==> src/rtl/adder_tree_lane_packer_pkg.sv <==
// Shared adder-tree constants: default operand/lane geometry and the packer FSM encoding.
package tree_pkg;

    localparam int TREE_DATA_BITWIDTH   = 8;
    localparam int TREE_BREADTH_OF_TREE = 32;
    localparam int TREE_CNT_W           = $clog2(TREE_BREADTH_OF_TREE);
    localparam int TREE_VEC_W           = TREE_DATA_BITWIDTH * TREE_BREADTH_OF_TREE;

    typedef enum logic {
        FILL = 1'b0,
        HOLD = 1'b1
    } pack_state_e;

endpackage

==> src/rtl/adder_tree_lane_packer_if.sv <==
// Serial operand port in, packed lane-vector port out; slave side belongs to the packer.
interface adder_tree_lane_packer_if
    import tree_pkg::*;
#(
    parameter int DATA_BITWIDTH   = TREE_DATA_BITWIDTH,
    parameter int BREADTH_OF_TREE = TREE_BREADTH_OF_TREE
);
    localparam int CNT_W = $clog2(BREADTH_OF_TREE);

    logic                                     s_valid;
    logic                                     s_ready;
    logic [DATA_BITWIDTH-1:0]                 s_data;
    logic                                     s_last;
    logic                                     m_valid;
    logic                                     m_ready;
    logic [DATA_BITWIDTH*BREADTH_OF_TREE-1:0] m_data;
    logic [CNT_W:0]                           m_count;

    modport slave (
        input  s_valid, s_data, s_last, m_ready,
        output s_ready, m_valid, m_data, m_count
    );

    modport master (
        output s_valid, s_data, s_last, m_ready,
        input  s_ready, m_valid, m_data, m_count
    );
endinterface

==> src/rtl/adder_tree_lane_packer.sv <==
// Packs serial operands into a zero-padded lane vector; completing word shows on m_valid one edge later.
// Assembly + output registers give 1 word/cycle under backpressure; s_ready depends on FSM state only.
module adder_tree_lane_packer
    import tree_pkg::*;
#(
    parameter int DATA_BITWIDTH   = TREE_DATA_BITWIDTH,
    parameter int BREADTH_OF_TREE = TREE_BREADTH_OF_TREE
) (
    input  logic                     clk,
    input  logic                     rstN,
    adder_tree_lane_packer_if.slave  pk
);
    localparam int CNT_W = $clog2(BREADTH_OF_TREE);
    localparam int VEC_W = DATA_BITWIDTH * BREADTH_OF_TREE;
    localparam logic [CNT_W-1:0] LAST_IDX = CNT_W'(BREADTH_OF_TREE - 1);

    pack_state_e        state_q, state_d;
    logic [CNT_W-1:0]   idx_q, idx_d;
    logic [VEC_W-1:0]   asm_q, asm_d;
    logic [VEC_W-1:0]   out_dat_q, out_dat_d;
    logic [CNT_W:0]     out_cnt_q, out_cnt_d;
    logic               out_vld_q, out_vld_d;

    logic               s_acc;
    logic               out_free;
    logic [VEC_W-1:0]   asm_merged;
    logic [CNT_W:0]     close_cnt;

    assign pk.s_ready = (state_q == FILL);
    assign pk.m_valid = out_vld_q;
    assign pk.m_data  = out_dat_q;
    assign pk.m_count = out_cnt_q;

    assign s_acc     = pk.s_valid && (state_q == FILL);
    // The output register can take a new vector if it is empty or being drained this edge.
    assign out_free  = !out_vld_q || pk.m_ready;
    assign close_cnt = {1'b0, idx_q} + (CNT_W + 1)'(1);

    always_comb begin
        asm_merged = asm_q;
        if (s_acc) begin
            asm_merged[idx_q*DATA_BITWIDTH +: DATA_BITWIDTH] = pk.s_data;
        end
    end

    always_comb begin
        state_d   = state_q;
        idx_d     = idx_q;
        asm_d     = asm_q;
        out_dat_d = out_dat_q;
        out_cnt_d = out_cnt_q;
        out_vld_d = out_vld_q;

        if (out_vld_q && pk.m_ready) begin
            out_vld_d = 1'b0;
        end

        unique case (state_q)
            FILL: begin
                if (s_acc) begin
                    asm_d = asm_merged;
                    if ((idx_q == LAST_IDX) || pk.s_last) begin
                        if (out_free) begin
                            out_dat_d = asm_merged;
                            out_cnt_d = close_cnt;
                            out_vld_d = 1'b1;
                            asm_d     = '0;
                            idx_d     = '0;
                        end else begin
                            // idx stays at the closing lane so HOLD can still derive the count.
                            state_d = HOLD;
                        end
                    end else begin
                        idx_d = idx_q + CNT_W'(1);
                    end
                end
            end
            HOLD: begin
                if (out_free) begin
                    out_dat_d = asm_q;
                    out_cnt_d = close_cnt;
                    out_vld_d = 1'b1;
                    asm_d     = '0;
                    idx_d     = '0;
                    state_d   = FILL;
                end
            end
            default: begin
                state_d = FILL;
            end
        endcase
    end

    always_ff @(posedge clk or negedge rstN) begin
        if (!rstN) begin
            state_q   <= FILL;
            idx_q     <= '0;
            asm_q     <= '0;
            out_dat_q <= '0;
            out_cnt_q <= '0;
            out_vld_q <= 1'b0;
        end else begin
            state_q   <= state_d;
            idx_q     <= idx_d;
            asm_q     <= asm_d;
            out_dat_q <= out_dat_d;
            out_cnt_q <= out_cnt_d;
            out_vld_q <= out_vld_d;
        end
    end

endmodule

==> src/flat_wrapper.sv <==
// flat-port wrapper written by rule: the top's interface ports become plain ports
module adder_tree_lane_packer_flat import tree_pkg::*;
#(
    parameter int DATA_BITWIDTH   = TREE_DATA_BITWIDTH,
    parameter int BREADTH_OF_TREE = TREE_BREADTH_OF_TREE
)
  (clk, rstN, pk_s_valid, pk_s_data, pk_s_last, pk_m_ready, pk_s_ready, pk_m_valid, pk_m_data, pk_m_count);
  adder_tree_lane_packer_if #(.DATA_BITWIDTH(DATA_BITWIDTH), .BREADTH_OF_TREE(BREADTH_OF_TREE)) pk_i ();
  input  logic clk;
  input  logic rstN;
  input wire logic [$bits(pk_i.s_valid)-1:0] pk_s_valid;
  input wire logic [$bits(pk_i.s_data)-1:0] pk_s_data;
  input wire logic [$bits(pk_i.s_last)-1:0] pk_s_last;
  input wire logic [$bits(pk_i.m_ready)-1:0] pk_m_ready;
  output wire logic [$bits(pk_i.s_ready)-1:0] pk_s_ready;
  output wire logic [$bits(pk_i.m_valid)-1:0] pk_m_valid;
  output wire logic [$bits(pk_i.m_data)-1:0] pk_m_data;
  output wire logic [$bits(pk_i.m_count)-1:0] pk_m_count;
  assign pk_i.s_valid = pk_s_valid;
  assign pk_i.s_data = pk_s_data;
  assign pk_i.s_last = pk_s_last;
  assign pk_i.m_ready = pk_m_ready;
  assign pk_s_ready = pk_i.s_ready;
  assign pk_m_valid = pk_i.m_valid;
  assign pk_m_data = pk_i.m_data;
  assign pk_m_count = pk_i.m_count;
  adder_tree_lane_packer #(.DATA_BITWIDTH(DATA_BITWIDTH), .BREADTH_OF_TREE(BREADTH_OF_TREE)) u_core (.clk(clk), .rstN(rstN), .pk(pk_i));
endmodule
==> config.mk <==
export PLATFORM = sky130hd
export DESIGN_NAME = adder_tree_lane_packer_flat
export DESIGN_NICKNAME = d
export VERILOG_FILES = /design/src/rtl/adder_tree_lane_packer_pkg.sv /design/src/rtl/adder_tree_lane_packer_if.sv /design/src/rtl/adder_tree_lane_packer.sv /design/src/flat_wrapper.sv
export SDC_FILE = /design/constraint.sdc
export NUM_CORES = 1
export LEC_CHECK = 0
export BUFFER_PORTS_ARGS = -buffer_cell sky130_fd_sc_hd__buf_2
export CAP_MARGIN = 10
export CORE_AREA = 3 3 186 278
export CTS_CLUSTER_SIZE = 10
export DETAILED_ROUTE_END_ITERATION = 16
export DIE_AREA = 0 0 189 281
export PLACE_DENSITY = 0.72
export SLEW_MARGIN = 20
export SYNTH_ARGS = -nofsm -noshare
export SYNTH_HDL_FRONTEND = slang
export SYNTH_SLANG_ARGS = --single-unit
==> constraint.sdc <==
create_clock -name clk -period 6.2 [get_ports clk]
set_input_delay 0.31 -clock clk [delete_from_list [all_inputs] [get_ports clk]]
set_output_delay 0.31 -clock clk [all_outputs]
set_load 0.01 [all_outputs]
==> flow_metrics.env <==
export IMPL_rsz0062_at_grt="false"
export IMPL_root_buffer="clkbuf_16"
export IMPL_die_area_mm2=0.0531
export IMPL_swShare_pct=30.1
export IMPL_design_area_mm2=0.0257
export IMPL_nets=2150
export IMPL_p_comb_share_pct=16.2
export IMPL_avgViaCountPerCell=6.18
export IMPL_synth_seq_cells=525
export IMPL_p_seq_share_pct=45.8
export IMPL_syn_num_nets=1908
export IMPL_portBuffers=276
export IMPL_routed_wl_mm=71.4
export IMPL_clk_latency_ns=0.60
export IMPL_syn_mean_instance_area_um2=11.7
export IMPL_ir_drop_v=0.000203
export IMPL_switchingPower_mw=2.34
export IMPL_clkSinkCount=525
export IMPL_power_leakage_nw=12.3
export IMPL_cts_clk_slew_worst_paths_ns=0.06
export IMPL_core_area_mm2=0.0497
export IMPL_drcViolationCount=0
export IMPL_min_path_type="in2reg"
export IMPL_die_w_um=189
export IMPL_cp_max_fo=28
export IMPL_dp_hpwl_mm=48.6
export IMPL_grt_pass1_vias=17701
export IMPL_first_pass_iters=6
export IMPL_tritoncts="yes"
export IMPL_fill_cells=4344
export IMPL_fmax_mhz=249
export IMPL_hold_violations=0
export IMPL_avgRoutedWirePerCell_um=25.5
export IMPL_ant_nets=0
export IMPL_grt_pass1_wl_mm=108
export IMPL_drive_gt1_share_pct=19.5
export IMPL_grt_overflow_total=0
export IMPL_grt_max_degree=207
export IMPL_clockBufferDepth=3
export IMPL_grt_usage_pct=26.4
export IMPL_utilization_pct=51.7
export IMPL_antenna_found_initial=2
export IMPL_placed_cell_area_mm2=0.0241
export IMPL_die_h_um=281
export IMPL_yosysWarnings=0
export IMPL_finalMaxSlewViolations=0
export IMPL_drv_cap=0
export IMPL_synth_edf_count=0
export IMPL_final_setup_viol_count=0
export IMPL_setup_tns_final_ns=0
export IMPL_async_flop_share_pct=100
export IMPL_min_period_ns=4.02
export IMPL_power_mw=7.76
export IMPL_p_per_area_mw_per_mm2=303
export IMPL_cts_buffers=58
export IMPL_slew_headroom_pct=29.5
export IMPL_h_tree_depth=2
export IMPL_fp_row_count=100
export IMPL_drt_iter0_drc=1585
export IMPL_yosysUniqueCellTypes=54
export IMPL_p_int_mw=5.43
export IMPL_start_util_pct=44.5
export IMPL_gp_congestion=0.891
export IMPL_start_kind="flop"
export IMPL_netlist_area_mm2=0.0221
export IMPL_end_kind="flop"
export IMPL_synth_main_ff_cell="dfrtp_1"
export IMPL_status="finished clean"
export IMPL_io_pins=277
export IMPL_ys_seq_area_share_pct=59.4
export IMPL_area_delta_synth_final_pct=16.0
export IMPL_power_frac_clock_pct=38.0
export IMPL_cts_repair_resized=0
export IMPL_cp_arrival_ns=4.47
export IMPL_crit_required_ns=6.65
export IMPL_path_class="reg2reg"
export IMPL_timing_final_crit_share_pct=64.8
export IMPL_vias=17333
export IMPL_tightest_slew_ns=1.04
export IMPL_synth_cells=1891
export IMPL_skew_ns=0.0229
## power by group through the flow
stage	Combinational (mW)	Clock, mW	Sequential, mW
after floorplan	0.749	0	3.61
after global placement	1.21	0	3.61
after detailed placement	1.24	0	3.61
after CTS	1.24	2.99	3.55
after global routing	1.34	3.12	3.56
final	1.26	2.95	3.55
## worst paths after layout
path	to	depth (start not counted)	startpoint	slack [ns]
max	u_core.pk.m_data[241]	8	u_core.idx_q[0]	2.18
min	u_core.idx_q[4]	3	pk_s_valid	0.03
max reg2reg	u_core.pk.m_data[241]	8	u_core.idx_q[0]	2.18
min reg2reg	u_core.pk.m_data[6]	2	u_core.pk.m_data[6]	0.47
max in group asynchronous	u_core.pk.m_data[85]	4	rstN	4.34
min in group asynchronous	u_core.pk.m_data[242]	2	rstN	0.34
## flip-flops by register name, summed over array words and instances, names as in the netlist
register           flops
u_core.state_q         1
u_core.idx_q           5
u_core.pk.m_count      6
u_core.pk.m_valid      1
u_core.pk.m_data     256
u_core.asm_q         256
## placed cells by master, fill, tap and decap left out, types with 5 or more instances in the layout
cell type	count
dfrtp_1	525
buf_2	275
nand2_1	208
nor2_1	159
a221o_1	147
a22o_1	138
o21ai_0	133
o2bb2ai_1	115
mux2i_1	108
clkbuf_16	59
nor3_1	36
nand3_1	27
and3_1	23
buf_4	22
and2_1	19
a21oi_1	15
nand4_1	12
o21ai_2	9
o21ai_1	7
nor3_2	6
nor2b_1	6
a21oi_2	5
clkbuf_1	5
## worst max-delay path, cell delays in order (launching register included)
cell,delay [ns]
dfrtp_1,0.34
buf_4,0.30
inv_1,0.15
ha_1,0.74
nor2b_1,0.84
nand4_2,0.41
nor2_2,0.59
mux2i_1,0.38
o21ai_0,0.12
## metal layers
layer	vias to the layer above	track usage [%]	wire [um]	share of wire, %
met5	-	0	0	0
met1	8758	31.9	27200	38
li1	7555	-	-	-
met2	817	45.7	35800	50
met3	203	4.38	4560	6.4
met4	0	13.7	3760	5.3
## area by class of cell
class | instances | area, um2 | share of cell area (%)
inverter | 5 | 18.8 | 0.0731
clock buffer | 64 | 1500 | 5.83
multi-input combinational | 1240 | 8510 | 33.2
tap | 663 | 830 | 3.23
clock inverter | 1 | 8.76 | 0.0341
sequential | 525 | 13100 | 51.2
timing repair buffer | 303 | 1650 | 6.45
antenna | 2 | 5.00 | 0.0195
## stage by stage
stage / cells / hold slack, ns / worst slack (ns)
3_5_place_dp: 2734 / 0.402 / 2.03
6_report: 2803 / 0.0284 / 2.18
5_1_grt: 2803 / 0.0465 / 1.95
3_3_place_gp: 2734 / 0.388 / 2.19
4_1_cts: 2800 / 0.0119 / 2.02
2_1_floorplan: 1891 / 0.0144 / 3.04
## kinds of logic after synthesis
kind of cell / after synthesis / synth area share (%)
adder cells (fa/ha/maj): 4 / 0.226
XOR/XNOR: 5 / 0.232
multiplexers: 116 / 5.29
AO/OA/AOI/OAI: 577 / 21.0
AND/OR/NAND/NOR: 538 / 11.4
flip-flops: 525 / 59.4
buffers and inverters: 126 / 2.45
## timing repair
action,in CTS,in global routing
endpoints found under the hold margin,93,0
buffers inserted,0,0
hold buffers,1,0
## cells in the mapped netlist (all sizes together) (8+ instances only)
cell type  instances  area, um2
and3              23        144
buf               44        235
nor2             163        627
a22o             138       1210
nor4               8        116
and2              19        119
nor3              46        284
a21oi             21        124
nand2            208        781
o2bb2ai          115       1010
clkbuf            77        289
o21ai            150        785
a221o            147       1470
nand4             13       87.6
dfrtp            525      13100
mux2i            112       1120
nand3             29        155
(Power assumes the default switching activity.)
